## config.mk

```make
export PLATFORM = sky130hd
export DESIGN_NAME = fifo_wr_arbiter
export DESIGN_NICKNAME = d
export VERILOG_FILES = /design/src/rtl/fifo_wr_arbiter_pkg.sv /design/src/rtl/fifo_wr_arbiter_rr_pick.sv /design/src/rtl/fifo_wr_arbiter.sv
export SDC_FILE = /design/constraint.sdc
export NUM_CORES = 1
export LEC_CHECK = 0
export CORE_MARGIN = 2
export CORE_UTILIZATION = 32
export CTS_CLUSTER_SIZE = 12
export DETAILED_ROUTE_END_ITERATION = 8
export PLACE_DENSITY_LB_ADDON = 0.15
export SYNTH_ARGS = -nofsm -noshare
export SYNTH_HDL_FRONTEND = slang
export SYNTH_SLANG_ARGS = --single-unit
```

## constraint.sdc

```tcl
create_clock -name clk_w -period 2.05 [get_ports clk_w]
set_input_delay 0.3075 -clock clk_w [delete_from_list [all_inputs] [get_ports clk_w]]
set_output_delay 0.3075 -clock clk_w [all_outputs]
set_load 0.01 [all_outputs]
```

## src/rtl/fifo_wr_arbiter_pkg.sv

```systemverilog
`default_nettype none
// ============================================================================
// Module   : fifo_wr_arbiter_pkg
// Brief    : Shared state encodings and default sizing for the FIFO write arbiter.
// Revision : 1.0 - initial release
// ============================================================================
package fifo_wr_arbiter_pkg;

    localparam logic [0:0] c_idle  = 1'b0;
    localparam logic [0:0] c_burst = 1'b1;

    localparam int c_def_width     = 16;
    localparam int c_def_n_req     = 4;
    localparam int c_def_burst_len = 4;

endpackage
`default_nettype wire

```

## src/rtl/fifo_wr_arbiter_rr_pick.sv

```systemverilog
`default_nettype none
// ============================================================================
// Module   : rr_pick
// Brief    : Combinational round-robin picker; searches from last+1 upward.
// Revision : 1.0 - initial release
// ============================================================================
module rr_pick #(
    parameter int n_req    = 4,
    parameter int id_width = $clog2(n_req)
) (
    input  logic [n_req-1:0]    req,
    input  logic [id_width-1:0] last,
    output logic [n_req-1:0]    pick,
    output logic                valid
);

    // Offset k=n_req lands back on last, so the previous owner is the final candidate.
    always_comb begin
        pick  = '0;
        valid = 1'b0;
        for (int k = 1; k <= n_req; k++) begin
            for (int i = 0; i < n_req; i++) begin
                if (!valid && req[i] && (i == (int'(last) + k) % n_req)) begin
                    pick[i] = 1'b1;
                    valid   = 1'b1;
                end
            end
        end
    end

endmodule
`default_nettype wire

```

## src/rtl/fifo_wr_arbiter.sv

```systemverilog
`default_nettype none
// ============================================================================
// Module   : fifo_wr_arbiter
// Brief    : Round-robin burst arbiter muxing n_req writers onto one FIFO write port.
// Revision : 1.0 - initial release
// ============================================================================
module fifo_wr_arbiter
    import fifo_wr_arbiter_pkg::*;
#(
    parameter int width     = c_def_width,
    parameter int n_req     = c_def_n_req,
    parameter int burst_len = c_def_burst_len,
    parameter int id_width  = $clog2(n_req)
) (
    input  logic                     clk_w,
    input  logic                     reset,
    input  logic [n_req-1:0]         req,
    input  logic [n_req*width-1:0]   data_in,
    input  logic                     FIFO_full,
    output logic [n_req-1:0]         gnt,
    output logic [n_req-1:0]         accept,
    output logic                     wr_en,
    output logic [width-1:0]         data_out,
    output logic [id_width-1:0]      owner,
    output logic                     busy
);

    localparam logic [7:0] c_burst_cnt = 8'(burst_len);

    logic [0:0]          r_state;
    logic [n_req-1:0]    r_gnt;
    logic [id_width-1:0] r_last;
    logic [7:0]          r_beat_cnt;

    logic [0:0]          w_state_nxt;
    logic [n_req-1:0]    w_gnt_nxt;
    logic [id_width-1:0] w_last_nxt;
    logic [7:0]          w_beat_cnt_nxt;

    logic [n_req-1:0]    w_pick;
    logic                w_pick_valid;
    logic [id_width-1:0] w_pick_idx;
    logic [id_width-1:0] w_owner_idx;
    logic                w_owner_req;
    logic                w_tenure_end;

    rr_pick #(
        .n_req    (n_req),
        .id_width (id_width)
    ) u_rr_pick (
        .req   (req),
        .last  (r_last),
        .pick  (w_pick),
        .valid (w_pick_valid)
    );

    always_comb begin
        w_pick_idx  = '0;
        w_owner_idx = '0;
        for (int i = 0; i < n_req; i++) begin
            if (w_pick[i]) w_pick_idx = i[id_width-1:0];
            if (r_gnt[i])  w_owner_idx = i[id_width-1:0];
        end
    end

    assign w_owner_req  = |(r_gnt & req);
    assign w_tenure_end = (wr_en && (r_beat_cnt + 8'd1 == c_burst_cnt)) || !w_owner_req;
    assign gnt          = r_gnt;

    // last resets to n_req-1 so requester 0 is first in line after reset.
    always_ff @(posedge clk_w) begin
        if (reset) begin
            r_state    <= c_idle;
            r_gnt      <= '0;
            r_last     <= id_width'(n_req - 1);
            r_beat_cnt <= '0;
        end else begin
            r_state    <= w_state_nxt;
            r_gnt      <= w_gnt_nxt;
            r_last     <= w_last_nxt;
            r_beat_cnt <= w_beat_cnt_nxt;
        end
    end

    always_comb begin
        w_state_nxt    = r_state;
        w_gnt_nxt      = r_gnt;
        w_last_nxt     = r_last;
        w_beat_cnt_nxt = r_beat_cnt;
        case (r_state)
            c_idle: begin
                if (w_pick_valid) begin
                    w_state_nxt    = c_burst;
                    w_gnt_nxt      = w_pick;
                    w_last_nxt     = w_pick_idx;
                    w_beat_cnt_nxt = '0;
                end
            end
            c_burst: begin
                if (wr_en) w_beat_cnt_nxt = r_beat_cnt + 8'd1;
                // Re-arbitrate on the ending edge itself so a waiting requester sees no bubble.
                if (w_tenure_end) begin
                    w_beat_cnt_nxt = '0;
                    if (w_pick_valid) begin
                        w_gnt_nxt  = w_pick;
                        w_last_nxt = w_pick_idx;
                    end else begin
                        w_state_nxt = c_idle;
                        w_gnt_nxt   = '0;
                    end
                end
            end
            default: begin
                w_state_nxt = c_idle;
                w_gnt_nxt   = '0;
            end
        endcase
    end

    always_comb begin
        accept   = '0;
        wr_en    = 1'b0;
        data_out = '0;
        owner    = '0;
        busy     = 1'b0;
        if (!reset) begin
            accept = r_gnt & req & {n_req{~FIFO_full}};
            wr_en  = |accept;
            busy   = (r_state == c_burst);
            owner  = w_owner_idx;
            for (int i = 0; i < n_req; i++) begin
                if (r_gnt[i]) data_out = data_in[i*width +: width];
            end
        end
    end

endmodule
`default_nettype wire

```

==> results.cfg, run 1 <==
[final_layout]
fin_area_sq_um = 2790
stdcell_count = 372
mostFrequentLayoutCell = clkdlybuf4s50_1
final_cell_mix = clkdlybuf4s50_1 (74), buf_4 (32), dlygate4sd2_1 (20), nor2_1 (18), o22ai_1 (18)
nets = 393
final_util_pct = 64.1
regArea_sq_um = 303
area_delta_synth_final_pct = 91.8
multi_input_area_sq_um = 1090
num-fill-cells = 403
drive_gt1_share_pct = 17.2

[timing]
fmax_mhz = 522
period_needed_ns = 1.92
finalClockSkew_ns = 0.00359
slew_viol_final = 0
setup_tns_ns = 0
finalSetupViolations = 0
hold_violations = 0
setup_slack_ns = 0.134
worst_pin_slew_ns = 0.416
relSlewSlack_pct = 72.0
hold_slack_ns = 0.487
layout_worst_path_cycle_share_pct = 93.4

[setup_path]
cp_max_fo = 6
worstReg2RegStart = r_beat_cnt[2]
crit_arrival_ns = 2.10
cp.required_ns = 2.24
r2r-end = r_last[1]
critPathCapture = r_last[1]
cp-startpoint = r_beat_cnt[2]
rr_worst_depth = 6
critPathCaptureType = flop
r2r_setup_slack_ns = 0.13
crit_type = flop to flop
startpoint_type = flop

[clocking]
clk_pin_slew_ns = 0.07
cts_hold_buffers = 0
clk_latency_ns = 0.25
cts.sinks = 15
h-tree-depth = 1
ctsLongestPathBuffers = 2
cts-root-buf = clkbuf_8
cts_buffers = 3
cts_tree = yes

[floorplan]
die_y_um = 71.4
fp.dieW_um = 71.4
num_rows = 24
initial_core_util_pct = 33.4
die-area_sq_um = 5100
pin_count = 99
coreArea_sq_um = 4350

[routing]
drc = 0
via_count = 2042
via_per_inst = 5.49
drt_pass1_iterations = 4
drt_iter0_markers = 107
wl_mm = 5.88
ant_nets = 0
post_drt_wl_per_cell_um = 15.8

[logic_synthesis]
synth_seq_cells = 15
yosysUniqueCellTypes = 45
async_flop_share_pct = 0
synth-seq-area-share_pct = 20.7
syn-cell-area_sq_um = 1450
synth-edff-count = 0
synth_area_per_cell_sq_um = 7.42
synth-main-ff-cell = dfxtp_1
syn_nets = 269
yosysWarnings = 0
netlist_instances = 196

[power]
comb_power_share_pct = 50.8
p_int_mw = 0.782
p_leak_nw = 1.17
power_frac_seq_pct = 27.8
max-vdd-ir-drop_uv = 225
power_density_nw_per_um2 = 423
clock_power_share_pct = 21.4
p_sw_share_pct = 33.7
p_switching_mw = 0.397
total_power_mw = 1.18

[place]
dpl.hpwl_mm = 4.74
place_inst = 367
gp_congestion = 0.861
io_buffers = 98
dp_slack_ns = -0.156
placed_area_sq_um = 2710

[grt]
grt_max_degree = 20
grt-ovfl-total = 0
grt_usage_pct = 23.4
grt_pass1_wl_mm = 9.70
grt_pass1_vias = 2109
antenna_found_initial = 1

[run]
maxCapViolCount = 0

[outcome]
status = finished, final reports clean

[hold_path]
min_path_type = flop to flop
==> power by group through the flow <==
stage	Combinational, mW	Sequential [mW]	Clock (mW)
final	0.599	0.327	0.252
after global routing	0.652	0.331	0.265
after CTS	0.592	0.327	0.253
after detailed placement	0.608	0.332	0
after global placement	0.609	0.332	0
after floorplan	0.255	0.332	0
==> flip-flops by register name (all words and copies together), names as in the netlist <==
name,count
r_beat_cnt,8
r_last,2
r_state,1
gnt,4
==> logic make-up after synthesis <==
family	Yosys count	share of synthesized area (%)
AO/OA/AOI/OAI	76	39.4
XOR/XNOR	3	1.81
adder cells (fa/ha/maj)	2	1.72
buffers and inverters	22	6.63
flip-flops	15	20.7
multiplexers	2	1.38
AND/OR/NAND/NOR	76	28.4
==> final cells by class <==
class | count | area share (%)
multi-input cells | 159 | 39.3
well taps | 52 | 2.33
inverters | 8 | 1.08
repair buffers | 133 | 44.8
flip-flops and latches | 15 | 10.9
clock buffers | 4 | 1.62
diodes | 1 | 0.0897
==> worst min path at each step <==
stage / from / slack, ns / depth (start not counted) / to
finish: r_beat_cnt[7] / 0.49 / 2 / r_beat_cnt[7]
global route: r_beat_cnt[7] / 0.53 / 2 / r_beat_cnt[7]
CTS: r_beat_cnt[7] / 0.49 / 2 / r_beat_cnt[7]
detailed placement: r_beat_cnt[7] / 0.48 / 2 / r_beat_cnt[7]
global placement: r_beat_cnt[7] / 0.47 / 2 / r_beat_cnt[7]
floorplan: r_beat_cnt[7] / 0.45 / 2 / r_beat_cnt[7]
==> routing by layer <==
metal	track usage, %	wire length, um
met5	0	0
met4	5.24	68
met3	5.49	379
met2	40.3	2940
met1	29.7	2490
==> repair_timing <==
action | in CTS | in global routing
pin swaps | 0 | 4
buffers inserted | 0 | 0
gates resized for setup | 25 | 9
endpoints found under the setup margin | 21 | 8
==> cell usage after synthesis (2+ instances only) <==
cell | count | area share, %
inv_1 | 8 | 2.1
or4_1 | 2 | 1.0
a22oi_1 | 2 | 1.0
mux2i_1 | 2 | 1.4
nor4_1 | 3 | 1.3
o22ai_1 | 18 | 7.7
a21oi_1 | 13 | 4.5
o221ai_1 | 2 | 1.2
nor2_1 | 18 | 4.6
nand2_1 | 14 | 3.6
and3_1 | 4 | 1.7
o2111ai_1 | 5 | 3.0
nand2b_1 | 3 | 1.3
nor3_1 | 16 | 5.5
a31oi_1 | 3 | 1.3
nand3_1 | 4 | 1.4
and2_1 | 2 | 0.86
buf_2 | 2 | 0.69
a221oi_1 | 16 | 9.6
xnor2_1 | 2 | 1.2
a2bb2o_1 | 2 | 1.4
or3_1 | 2 | 0.86
o21ai_0 | 5 | 1.7
clkbuf_1 | 10 | 2.6
dfxtp_1 | 15 | 21
and4_1 | 2 | 1.2
ha_1 | 2 | 1.7
o32ai_1 | 2 | 1.2
==> worst max-delay path, stage by stage (launching register included) <==
cell and delay (ns):
dfxtp_1 0.44, nand4_1 0.16, o21ai_0 0.37, nand4_4 0.18, buf_6 0.16, o31ai_4 0.32
mux2i_1 0.21
Power figures use the tool's default switching activity.
==> inputs of run 2 (changes only) <==
PLACE_DENSITY = 0.77   (was not set)
PLACE_DENSITY_LB_ADDON = not set   (was 0.15)
REMOVE_ABC_BUFFERS = 1   (was not set)
TNS_END_PERCENT = 20   (was not set)
==> results.cfg, run 2 (synthesis gave the netlist of run 1 again) <==
[outcome]
status = finished, final reports clean

[power]
p_switching_mw = 0.391
max-vdd-ir-drop_uv = 202
p_sw_share_pct = 33.3
p_int_mw = 0.782
clock_power_share_pct = 21.3
power_frac_seq_pct = 27.8
power_density_nw_per_um2 = 418
p_leak_nw = 1.15
comb_power_share_pct = 50.9

[grt]
grt_max_degree = 20
grt_pass1_vias = 2077
grt_pass1_wl_mm = 9.54
antenna_found_initial = 0
grt-ovfl-total = 0
grt_usage_pct = 22.9

[timing]
slew_viol_final = 0
relSlewSlack_pct = 75.6
worst_pin_slew_ns = 0.365
setup_slack_ns = 0.106
finalSetupViolations = 0
finalClockSkew_ns = 0.00137
rsz0062_at_grt = true
fmax_mhz = 514
hold_violations = 0
layout_worst_path_cycle_share_pct = 94.8
period_needed_ns = 1.94

[floorplan]
fp.dieW_um = 71.4
die-area_sq_um = 5100
pin_count = 99
die_y_um = 71.4
initial_core_util_pct = 33.4
num_rows = 24
coreArea_sq_um = 4350

[routing]
ant_nets = 0
drt_iter0_markers = 103
via_count = 2136
post_drt_wl_per_cell_um = 15.5
wl_mm = 5.84
drc = 0
via_per_inst = 5.68
drt_pass1_iterations = 4

[setup_path]
r2r_setup_slack_ns = 0.11
critPathCaptureType = flop
cp_max_fo = 8
crit_chain = nand4_1 -> o21ai_1 -> nand4_4 -> buf_4 -> o31ai_4 -> mux2i_1
crit_type = flop to flop
critPathCapture = r_last[0]
worstReg2RegStart = r_beat_cnt[2]
crit_slowest_cell = dfxtp_1
crit_arrival_ns = 2.13
crit_family = compound AO/OA/AOI/OAI gates
max_stage_delay_ns = 0.53
r2r-end = r_last[0]
startpoint_type = flop
path_buf_inv = 1
rr_worst_depth = 6
worst-path-stages = 6
cp-startpoint = r_beat_cnt[2]
cp.required_ns = 2.23

[final_layout]
nets = 398
drive_gt1_share_pct = 18.8
area_delta_synth_final_pct = 92.9
mostFrequentLayoutCell = clkdlybuf4s50_1
final_cell_mix = clkdlybuf4s50_1 (74), buf_4 (39), dlygate4sd2_1 (22), o22ai_1 (18), nor2_1 (17)
final_util_pct = 64.4
largest_reg_flops = 8
largest-register = r_beat_cnt
insertedDiodeCount = 0

[clocking]
ctsLongestPathBuffers = 2
clk_pin_slew_ns = 0.06
cts_buffers = 3
postCtsSetupRepairBufs = 0
cts-root-buf = clkbuf_8
cts.sinks = 15
clk_latency_ns = 0.25
h-tree-depth = 1
cts_tree = yes

[place]
dp_slack_ns = -0.228
io_buffers = 98
gp_congestion = 0.859
dpl.hpwl_mm = 4.76

[run]
maxCapViolCount = 0

[hold_path]
min_path_type = flop to flop
run 2: cell count changes in the layout (fill, tap and decap cells not counted), sizes merged:
cell and change:
dlygate4sd2 +2, clkinv +1, dlymetal6s2s -2, clkbuf -1
diode -1, buf +5
run 2: final cells by class:
type | count | area [sq um]
fill | 360 | 1550
timing repair buffer | 138 | 1260
multi-input combinational | 159 | 1100
sequential | 15 | 303
tap | 52 | 65.1
clock buffer | 3 | 41.3
inverter | 8 | 30.0
clock inverter | 1 | 5.00
run 2: per-stage QoR:
stage               total power, mW  instance area, sq um  hold slack (ns)  TNS (ns)  cells
detailed placement            0.950                  2730            0.478     -3.07    372
finish                         1.17                  2800            0.496         0    376
global route                   1.24                  2800            0.510  -0.00649    376
global placement              0.942                  2730            0.467     -2.05    372
floorplan                     0.565                  1390            0.377         0    182
CTS                            1.18                  2780            0.487         0    376
run 2: per-layer routing:
metal | wire length [um] | global-route usage, %
met1 | 2320 | 27.8
met2 | 2960 | 40.2
met3 | 385 | 3.66
met4 | 175 | 9.22
met5 | 0 | 0
run 2: worst min path at each step:
| stage | from | end | slack [ns] | depth (start not counted) |
|---|---|---|---|---|
| CTS | r_beat_cnt[7] | r_beat_cnt[7] | 0.49 | 2 |
| global route | r_beat_cnt[7] | r_beat_cnt[7] | 0.51 | 2 |
| floorplan | reset | r_beat_cnt[0] | 0.38 | 1 |
| finish | r_beat_cnt[7] | r_beat_cnt[7] | 0.50 | 2 |
| detailed placement | r_beat_cnt[7] | r_beat_cnt[7] | 0.48 | 2 |
| global placement | r_beat_cnt[7] | r_beat_cnt[7] | 0.47 | 2 |
run 2: power by group through the flow:
stage | clock network, mW | logic (mW) | registers, mW
finish | 0.250 | 0.597 | 0.326
global route | 0.262 | 0.649 | 0.330
CTS | 0.251 | 0.599 | 0.326
detailed placement | 0 | 0.618 | 0.332
global placement | 0 | 0.610 | 0.331
floorplan | 0 | 0.228 | 0.337
run 2: what timing repair did:
item | CTS | global route
pin swaps | 0 | 3
resized for setup | 29 | 7
endpoints found under the setup margin | 22 | 10
hold buffers | 0 | 0
run 2: worst reg2reg max path, cell delays in order (launching register included):
cell and delay [ns]:
dfxtp_1 0.53, nand4_1 0.20, o21ai_1 0.26, nand4_4 0.15, buf_4 0.18, o31ai_4 0.32, mux2i_1 0.22
==> RTL change (flow settings as in run 2) <==
Make the reset (`reset`) asynchronous in one clocked block.
--- a/src/rtl/fifo_wr_arbiter.sv
+++ b/src/rtl/fifo_wr_arbiter.sv
@@ -68,7 +68,7 @@
     assign gnt          = r_gnt;
 
     // last resets to n_req-1 so requester 0 is first in line after reset.
-    always_ff @(posedge clk_w) begin
+    always_ff @(posedge clk_w or posedge reset) begin
         if (reset) begin
             r_state    <= c_idle;
             r_gnt      <= '0;
Formal check against the unedited RTL: differs if reset is asserted again (counterexample within 4 cycles, from zero or initial values and one cycle with reset high); with reset held inactive, the same outputs for 4 cycles.
==> RTL change against run 2 <==
Routed wire length rose by 14%. Highest routed layer unchanged. Setup slack lost 89 ps. Sequential cell count is the same. Critical path depth stayed put. Synthesized area grew 2.4%. Cell area rose by 5.0%. Sequential share of layout area is 2.2 points higher.
Power is not compared: it rests on default switching activity, and its combinational part moved more than twofold at a synthesized area within 25%.
==> RTL change: results <==
set metrics [dict create \
    status "finished clean" \
    critPathArrivalTime_ps 2210 \
    setup.worst_path.start "r_beat_cnt[1]" \
    wire_per_inst_microns 18.1 \
    hold-worst-slack_ps 502 \
    synthTopCellsByCount "21 x nor3_1, 19 x nand2_1, 17 x o22ai_1" \
    synth_xor_xnor_area_share_pct 2.35 \
    yosysSeqAreaShare_pct 25.4 \
    met3_usage_pct 5.42 \
    route.met2.wl_mm 3.39 \
    worstHoldEndpoint "r_last[0]" \
    use_met1_pct 28.4 \
    dp_cells 361 \
    async_reset_ff_share_pct 100 \
    min_from "r_last[0]" \
    yosys_most_used_dff "dfrtp_1" \
    worstMarginPinSlew_ps 593 \
    first_iter_violations 80 \
    grt_util_met2_pct 44.1 \
    layout.filler_cells 387 \
    dp_hpwl_mm 5.12 \
    final_min_period_over_clock_period_pct 99.2 \
    place.gp.congestion 0.892 \
    grtUsageTotal_pct 24.0 \
    grt_start_max_net_pins 17 \
    synth_compound_area_share_pct 39.4 \
    ys_top_cells_by_area "dfrtp_1 22%, a221oi_1 8.8%, o22ai_1 7.1%" \
]
## RTL change: cell type report
cell class,instances,area share [%]
Clock buffer,4,1.53
Multi-Input combinational cell,157,39.1
Sequential cell,15,13.0
Inverter,7,0.892
Timing Repair Buffer,134,43.3
Tap cell,52,2.21
## RTL change: worst reg2reg max path, cell delays in order (launching register included)
cell and delay, ps:
dfrtp_1 400, buf_6 140, and4_4 170, and2_4 160
o311a_4 380, o32a_1 410, mux2_4 320
## RTL change: timing repair
action | in CTS | in global routing
buffers inserted | 0 | 5
endpoints found under the setup margin | 25 | 28
resized for setup | 26 | 27
pin swaps | 2 | 5
## RTL change: per-stage QoR
step,utilization (%),setup TNS [ps],cell area [sq um]
2_1_floorplan,-,-4000,1420
3_3_place_gp,62.0,-2440,2740
3_5_place_dp,62.0,-3280,2740
4_1_cts,62.7,0,2770
5_1_grt,66.7,-213,2940
6_report,66.7,0,2940
